### config.mk
export PLATFORM = sky130hd
export DESIGN_NAME = wallace_mult_pipe
export DESIGN_NICKNAME = d
export VERILOG_FILES = /design/src/rtl/wallace_mult_pipe.sv
export SDC_FILE = /design/constraint.sdc
export NUM_CORES = 1
export LEC_CHECK = 0
export ABC_CLOCK_PERIOD_IN_PS = 3950
export CAP_MARGIN = 20
export CORE_UTILIZATION = 63
export CTS_CLUSTER_SIZE = 12
export DETAILED_ROUTE_END_ITERATION = 12
export PLACE_DENSITY = 0.8
export SLEW_MARGIN = 20
export SYNTH_ARGS = -nofsm -noshare
export SYNTH_HDL_FRONTEND = slang
export SYNTH_SLANG_ARGS = --single-unit
### constraint.sdc
create_clock -name Clk -period 3.95 [get_ports Clk]
set_input_delay 0.79 -clock Clk [delete_from_list [all_inputs] [get_ports Clk]]
set_output_delay 0.79 -clock Clk [all_outputs]
set_load 0.005 [all_outputs]
### src/rtl/wallace_mult_pipe.sv
// Pipelined Wallace-tree multiplier: Baugh-Wooley partial products, 3:2 carry-save
// layers spread over STAGES registers, final carry-propagate add in the last stage.
module wallace_mult_pipe #(
  parameter int WIDTH  = 16,
  parameter int STAGES = 3
) (
  input  logic               Clk,
  input  logic               Reset_n,
  input  logic               Clear,
  input  logic               Run,
  output logic               in_ready,
  input  logic [WIDTH-1:0]   MUR,
  input  logic [WIDTH-1:0]   MUD,
  input  logic               Signed,
  output logic [2*WIDTH-1:0] result,
  output logic               out_valid,
  input  logic               out_ready,
  output logic               busy
);

  localparam int PW = 2 * WIDTH;
  localparam int R  = WIDTH;

  typedef logic [R-1:0][PW-1:0] rows_t;

  function automatic int num_layers(input int rows);
    int n;
    int l;
    n = rows;
    l = 0;
    while (n > 2) begin
      n = 2 * (n / 3) + n % 3;
      l++;
    end
    return l;
  endfunction

  localparam int NL = num_layers(R);

  // Row i is MUD weighted by MUR[i]; signed mode inverts the cross terms that
  // touch exactly one operand MSB.
  function automatic rows_t gen_pp(input logic [WIDTH-1:0] mur,
                                   input logic [WIDTH-1:0] mud,
                                   input logic             sgn);
    rows_t pp;
    logic  t;
    pp = '0;
    for (int i = 0; i < WIDTH; i++) begin
      for (int j = 0; j < WIDTH; j++) begin
        t = mur[i] & mud[j];
        if (sgn && ((i == WIDTH-1) != (j == WIDTH-1))) t = ~t;
        pp[i][i+j] = t;
      end
    end
    return pp;
  endfunction

  // Live rows always sit at the low indices, so a fixed grouping works for every layer.
  function automatic rows_t csa_layer(input rows_t r_in);
    rows_t         r_out;
    logic [PW-1:0] a, b, c;
    r_out = '0;
    for (int g = 0; g < R/3; g++) begin
      a = r_in[3*g];
      b = r_in[3*g+1];
      c = r_in[3*g+2];
      r_out[2*g]   = a ^ b ^ c;
      r_out[2*g+1] = ((a & b) | (a & c) | (b & c)) << 1;
    end
    for (int j = 0; j < R%3; j++) r_out[2*(R/3)+j] = r_in[3*(R/3)+j];
    return r_out;
  endfunction

  logic              stall;
  logic              accept;
  logic [STAGES-1:0] valid_q, valid_d;
  logic [PW-1:0]     result_q, result_d;
  logic [PW-1:0]     cpa_sum;
  logic [PW-1:0]     bw_const;
  rows_t             stage_in  [STAGES];
  rows_t             stage_out [STAGES];
  logic              sgn_at    [STAGES];

  assign stall     = valid_q[STAGES-1] & ~out_ready;
  assign in_ready  = ~stall;
  assign accept    = Run & ~stall & ~Clear;
  assign out_valid = valid_q[STAGES-1];
  assign busy      = |valid_q;
  assign result    = result_q;

  assign stage_in[0] = gen_pp(MUR, MUD, Signed);
  assign sgn_at[0]   = Signed;

  for (genvar s = 0; s < STAGES; s++) begin : g_stage
    localparam int L0 = s * NL / STAGES;
    localparam int L1 = (s + 1) * NL / STAGES;
    rows_t chain [L1-L0+1];

    assign chain[0] = stage_in[s];
    for (genvar l = 0; l < L1 - L0; l++) begin : g_layer
      assign chain[l+1] = csa_layer(chain[l]);
    end
    assign stage_out[s] = chain[L1-L0];

    if (s < STAGES-1) begin : g_reg
      rows_t rows_q, rows_d;
      logic  sgn_q, sgn_d;

      always_comb begin
        rows_d = rows_q;
        sgn_d  = sgn_q;
        if (!stall) begin
          rows_d = stage_out[s];
          sgn_d  = sgn_at[s];
        end
      end

      always_ff @(posedge Clk or negedge Reset_n) begin
        if (!Reset_n) begin
          rows_q <= '0;
          sgn_q  <= 1'b0;
        end else begin
          rows_q <= rows_d;
          sgn_q  <= sgn_d;
        end
      end

      assign stage_in[s+1] = rows_q;
      assign sgn_at[s+1]   = sgn_q;
    end
  end

  // Baugh-Wooley constants are folded into the final adder.
  assign bw_const = sgn_at[STAGES-1] ? ((PW'(1) << WIDTH) | (PW'(1) << (PW-1))) : '0;

  // Rows above index 1 are structurally zero after the last layer and fold away.
  always_comb begin
    cpa_sum = bw_const;
    for (int r = 0; r < R; r++) cpa_sum = cpa_sum + stage_out[STAGES-1][r];
  end

  always_comb begin
    valid_d  = valid_q;
    result_d = result_q;
    if (Clear) begin
      valid_d = '0;
    end else if (!stall) begin
      valid_d = (valid_q << 1) | STAGES'(accept);
    end
    if (!stall) result_d = cpa_sum;
  end

  always_ff @(posedge Clk or negedge Reset_n) begin
    if (!Reset_n) begin
      valid_q  <= '0;
      result_q <= '0;
    end else begin
      valid_q  <= valid_d;
      result_q <= result_d;
    end
  end

endmodule
* After elaboration in Yosys (flattened, before gate mapping)
Index checks and enable logic that the tools add are counted.
** Operators by class
- $add $sub $neg :: 2
- Eq/ne operators :: 1
- Multiplexer cells :: 33
- Bitwise logic cells :: 395
- Reductions and logical operators :: 1
** Operators by type and width (number)
- $and A31 B31 Y31 :: 14
- $or A31 B31 Y31 :: 11
- $and A1 B1 Y1 :: 259
- $xor A32 B32 Y32 :: 6
- $add A32 B32 Y32 :: 2
- $and A28 B30 Y30 :: 2
- $or A30 B30 Y30 :: 2
- $and A22 B25 Y25 :: 2
- $and A22 B24 Y24 :: 2
- $and A19 B21 Y21 :: 2
- $or A21 B21 Y21 :: 2
- $not A1 Y1 :: 33
- $mux W32 :: 1
- $xor A25 B32 Y32 :: 1
- $xor A31 B32 Y32 :: 1
- $xor A32 B31 Y32 :: 1
- $and A26 B31 Y31 :: 1
- $and A30 B31 Y31 :: 1
- $or A31 B25 Y31 :: 1
- $xor A30 B31 Y31 :: 1
- $xor A31 B31 Y31 :: 1
- $and A26 B30 Y30 :: 1
- $and A27 B30 Y30 :: 1
- $and A29 B30 Y30 :: 1
- 53 further kinds :: 83
** Storage, ports and cells
- Bits in registers :: 377
- Output and inout port bits :: 35

* Logic depth before layout (Yosys ltp)
- Word-level depth :: 9
- Gate-level depth with buffers :: 14

* Worst setup path before layout
Ideal clock, no wire load.
- Path type :: register to register
- Start :: register g_stage[1].g_reg.rows_q[48] (netlist name)
- End :: register result_q[29] (netlist: result[29])
- Library setup time :: 137 ps
- Arrival :: 3291 ps
- Required time :: 3813 ps
- Path slack :: 522 ps
- Stages on the path, launching flop included :: 12
- Path buffers :: 0
- Clock period less this slack :: 3428 ps
- Path through :: dfrtp_1 -> inv_1 -> fa_1 -> fa_1 -> inv_1 -> fa_1 -> ha_1 -> a21oi_1 -> nor4b_1 -> a21oi_2 -> a2111oi_1 -> nor3_2
** Between the ends
- Word-level cells in the longest chain between the ends :: 7
- Elaborated cells between the ends (all ways) :: 15
- Classes of those cells :: add/sub (2); bitwise (13)
** RTL lines
- from (decl) :: line 106 : rows_t rows_q, rows_d;
- from (signal assigned) :: line 123 : rows_q <= rows_d;
- $and A31 B31 Y31 :: line 68 : r_out[2*g+1] = ((a & b) | (a & c) | (b & c)) << 1;
- $or A31 B31 Y31 (2 in series) :: line 68
- $xor A32 B32 Y32 / $and A31 B31 Y31 (equally long branches) :: line 67, 68
- $xor A32 B32 Y32 / $or A31 B31 Y31 (equally long branches) :: line 67, 68
- $add A32 B32 Y32 / $or A31 B31 Y31 (equally long branches) :: line 139, 68
- $add A32 B32 Y32 (*) :: line 139 : for (int r = 0; r < R; r++) cpa_sum = cpa_sum + stage_out[STAGES-1][r];
- to (signal assigned) :: line 159 : result_q <= result_d;
- to (decl) :: line 77 : logic [PW-1:0] result_q, result_d;
Every way passes the cells marked *; elsewhere a longest branch is shown, timed or not.
A chain may end at the register's enable or synchronous reset.

* Worst setup path after layout
- Start :: register g_stage[1].g_reg.rows_q[18] (netlist name)
- End :: register result_q[29] (netlist: result[29])
The elaborated chain is that of the path after synthesis.

==> results.json <==
{
  "min_path_type": "in2async",
  "synth-main-ff-cell": "dfrtp_1",
  "dpl_worst_slack_ns": 0.2403,
  "leakage_nw": 10.85,
  "wl_um": 42800,
  "grt_overflow_total": 0,
  "clkPwrFrac_pct": 16.5,
  "syn_area_per_cell_um2": 9.311,
  "initial_utilization_pct": 64.82,
  "die_x_um": 175,
  "critical_path_peak_fanout": 6,
  "sequentialPowerShare_pct": 23.9,
  "p_int_w": 0.009904,
  "finalWorstSetupSlack_ns": 0.2301,
  "cts_buffer_depth": 3,
  "crit_type": "reg2reg",
  "final_cell_area_mm2": 0.02084,
  "clk_pin_slew_ns": 0.06,
  "area_growth_pct": 10.52,
  "synth.ff_latch_count": 269,
  "antenna_found_initial": 0,
  "drtPass1Iterations": 5,
  "cellPowerDensity_mw_per_mm2": 825.5,
  "cts_inserted_buffers": 30,
  "cts_max_level": 1,
  "worst_pin_slew_ns": 1.110,
  "min_period_over_period_pct": 94.17,
  "rsz0062_at_grt": "false",
  "cpPeakStageDelay_ns": 0.54,
  "synth.yosys.seq_area_share_pct": 35.70,
  "grt_max_degree": 260,
  "status": "finished clean",
  "power.switching_w": 0.007300,
  "drive_above_1_share_pct": 3.641,
  "fin_skew_ns": 0.01520,
  "combPwrFrac_pct": 59.6,
  "slew_headroom_pct": 26.01,
  "antenna_cells": 0,
  "setup_violations": 0,
  "cp-start-kind": "flip-flop",
  "num_rows": 62,
  "synth_edf_count": 0,
  "cts_tree": "yes",
  "seqCellArea_mm2": 0.006731,
  "crit_chain": "fa_1 -> inv_1 -> fa_1 -> inv_1 -> ha_1 -> ha_1 -> a21oi_2 -> nor2b_2 -> nor4_1 -> or4_4 -> a21oi_2 -> a2111oi_1 -> nor3_2",
  "die-area_mm2": 0.03063,
  "critPathCaptureType": "flip-flop",
  "tns_ns": 0,
  "first_global_vias": 14350,
  "critPathSlowestCell": "fa_1",
  "vias_per_cell": 5.588,
  "gp_congestion": 0.8347,
  "nNetsFinal": 2411,
  "drv_cap": 0,
  "initialDrtViolationCount": 1287,
  "netlist_area_mm2": 0.01886,
  "synth-async-reset-ratio_pct": 100.0,
  "timing.fmax_mhz": 268.8,
  "slew_violations": 0,
  "wire_per_inst_um": 17.51,
  "critPathRequiredTime_ns": 4.36,
  "synth_cell_type_count": 49,
  "die_h_um": 175,
  "p_sw_share_pct": 42.43,
  "hold_viol": 0,
  "track_usage_pct": 29.90,
  "p_total_w": 0.01720,
  "synth_nets": 2395,
  "detail-route-antenna-nets": 0,
  "hold_buffers": 0,
  "placed_cell_area_mm2": 0.01983,
  "netlist_instances": 2025,
  "numPortBuffers": 72,
  "drc": 0,
  "core_mm2": 0.02909,
  "clock-root-buffer": "clkbuf_16",
  "clock-sinks": 269,
  "multiInputGateArea_mm2": 0.01107,
  "grt_pass1_wl_um": 72460,
  "n_fill_cell": 2119,
  "period_needed_ns": 3.720,
  "dpl.hpwl_um": 29400,
  "clk_latency_ns": 0.55,
  "vdd_drop_max_mv": 0.7114,
  "dr_total_vias": 13660,
  "pin_count": 73,
  "yosysWarningCount": 0,
  "crit_arrival_ns": 4.13,
  "worst_hold_slack_ns": 0.2381
}
## sequential cells by signal, indices dropped and copies added, names as in the netlist
name,flops
g_stage.g_reg.rows_q,232
g_stage.g_reg.sgn_q,2
result,32
valid_q,3
## worst max-delay path: cells and delay by family (launching register included)
family | cells | cell delay, ns
adder cells (fa/ha/maj) | 4 | 1.65
AND/OR/NAND/NOR | 4 | 0.73
AO/OA/AOI/OAI | 3 | 0.70
flip-flops | 1 | 0.41
buffers and inverters | 2 | 0.09
## metal layers
| metal | GRT usage [%] | wire [um] |
|---|---|---|
| met4 | 6.739 | 892 |
| met2 | 46.31 | 19540 |
| met5 | 0 | 0 |
| met1 | 43.37 | 18470 |
| met3 | 6.810 | 3900 |
## cells by family after synthesis
family	synth area share, %
AND/OR/NAND/NOR	21.62
adder cells (fa/ha/maj)	29.99
buffers and inverters	5.680
flip-flops	35.70
AO/OA/AOI/OAI	4.466
XOR/XNOR	2.369
multiplexers	0.1725
## path summary, 6_finish.rpt
path                       cells past startpoint                                        to  slack [ns]                                     from
max                                           13                    result[29]$_DFFE_PN0N_        0.23  g_stage[1].g_reg.rows_q[18]$_DFFE_PN0N_
min                                            1   g_stage[1].g_reg.rows_q[29]$_DFFE_PN0N_        0.24                                  Reset_n
max reg2reg                                   13                    result[29]$_DFFE_PN0N_        0.23  g_stage[1].g_reg.rows_q[18]$_DFFE_PN0N_
min reg2reg                                    2                     result[2]$_DFFE_PN0N_        0.46                    result[2]$_DFFE_PN0N_
max in group asynchronous                      2  g_stage[0].g_reg.rows_q[144]$_DFFE_PN0N_        2.82                                  Reset_n
min in group Clk                               2                     result[2]$_DFFE_PN0N_        0.46                    result[2]$_DFFE_PN0N_
## synth_stat cells (2+ instances only)
cell,number,area (um2)
mux2_2,2,22.52
clkbuf_1,90,337.8
a21oi_2,2,17.52
o22ai_1,2,12.51
and3_1,5,31.28
o2111ai_1,2,17.52
nand2b_1,4,25.02
and2_1,180,1126
inv_1,182,683.2
xnor2_1,37,324.1
nor2_1,42,157.7
a31oi_1,3,18.77
nor3_1,3,15.01
nand4_1,4,25.02
a21oi_1,46,230.2
o21bai_1,2,15.01
o21ai_0,69,345.3
nor4b_1,2,17.52
fa_1,200,4004
and3_2,3,22.52
a21o_1,11,82.58
nor2b_1,3,18.77
o211ai_1,2,15.01
buf_1,11,41.29
ha_1,132,1652
dfrtp_1,269,6731
xor2_1,14,122.6
nand2_1,675,2534
nor3_2,2,20.02
nand3_1,7,35.03
## layout by cell type, fill, tap and decap left out, drive strengths merged, types with 4 or more instances in the layout
| cell type | n |
|---|---|
| and3 | 8 |
| xor2 | 14 |
| a21o | 11 |
| xnor2 | 37 |
| nand2b | 4 |
| clkbuf | 45 |
| nand2 | 675 |
| dfrtp | 269 |
| a21oi | 48 |
| buf | 16 |
| nor2 | 42 |
| o21ai | 69 |
| ha | 132 |
| and2 | 180 |
| nand4 | 4 |
| clkdlybuf4s50 | 70 |
| nor2b | 4 |
| fa | 200 |
| nor3 | 5 |
| inv | 183 |
| nand3 | 7 |
## per-stage QoR
step                      std cells  utilization, %
after floorplan                2025               -
after global placement         2393           68.17
after detailed placement       2393           68.17
after CTS                      2444           71.62
after global routing           2444           71.64
final                          2444           71.64
## power groups by stage
| stage | Sequential (W) | Clock [W] | Combinational [W] |
|---|---|---|---|
| 2_1_floorplan | 0.00407 | 0 | 0.00738 |
| 3_3_place_gp | 0.00411 | 0 | 0.00965 |
| 4_1_cts | 0.00412 | 0.00288 | 0.0102 |
| 3_5_place_dp | 0.00416 | 0 | 0.00994 |
| 6_report | 0.00412 | 0.00284 | 0.0102 |
| 5_1_grt | 0.00422 | 0.00299 | 0.0115 |
## area by class of cell
| cell class | instances | share of cell area, % |
|---|---|---|
| Clock buffer | 45 | 4.311 |
| Clock inverter | 6 | 0.5043 |
| Inverter | 183 | 3.332 |
| Multi-Input combinational cell | 1471 | 53.10 |
| Sequential cell | 269 | 32.30 |
| Tap cell | 384 | 2.305 |
| Timing Repair Buffer | 86 | 4.143 |
## repair_timing
item,4_1_cts,5_1_grt
buffers inserted,0,0
endpoints found under the setup margin,0,1
gates resized for setup,0,1
(Power assumes the default switching activity.)
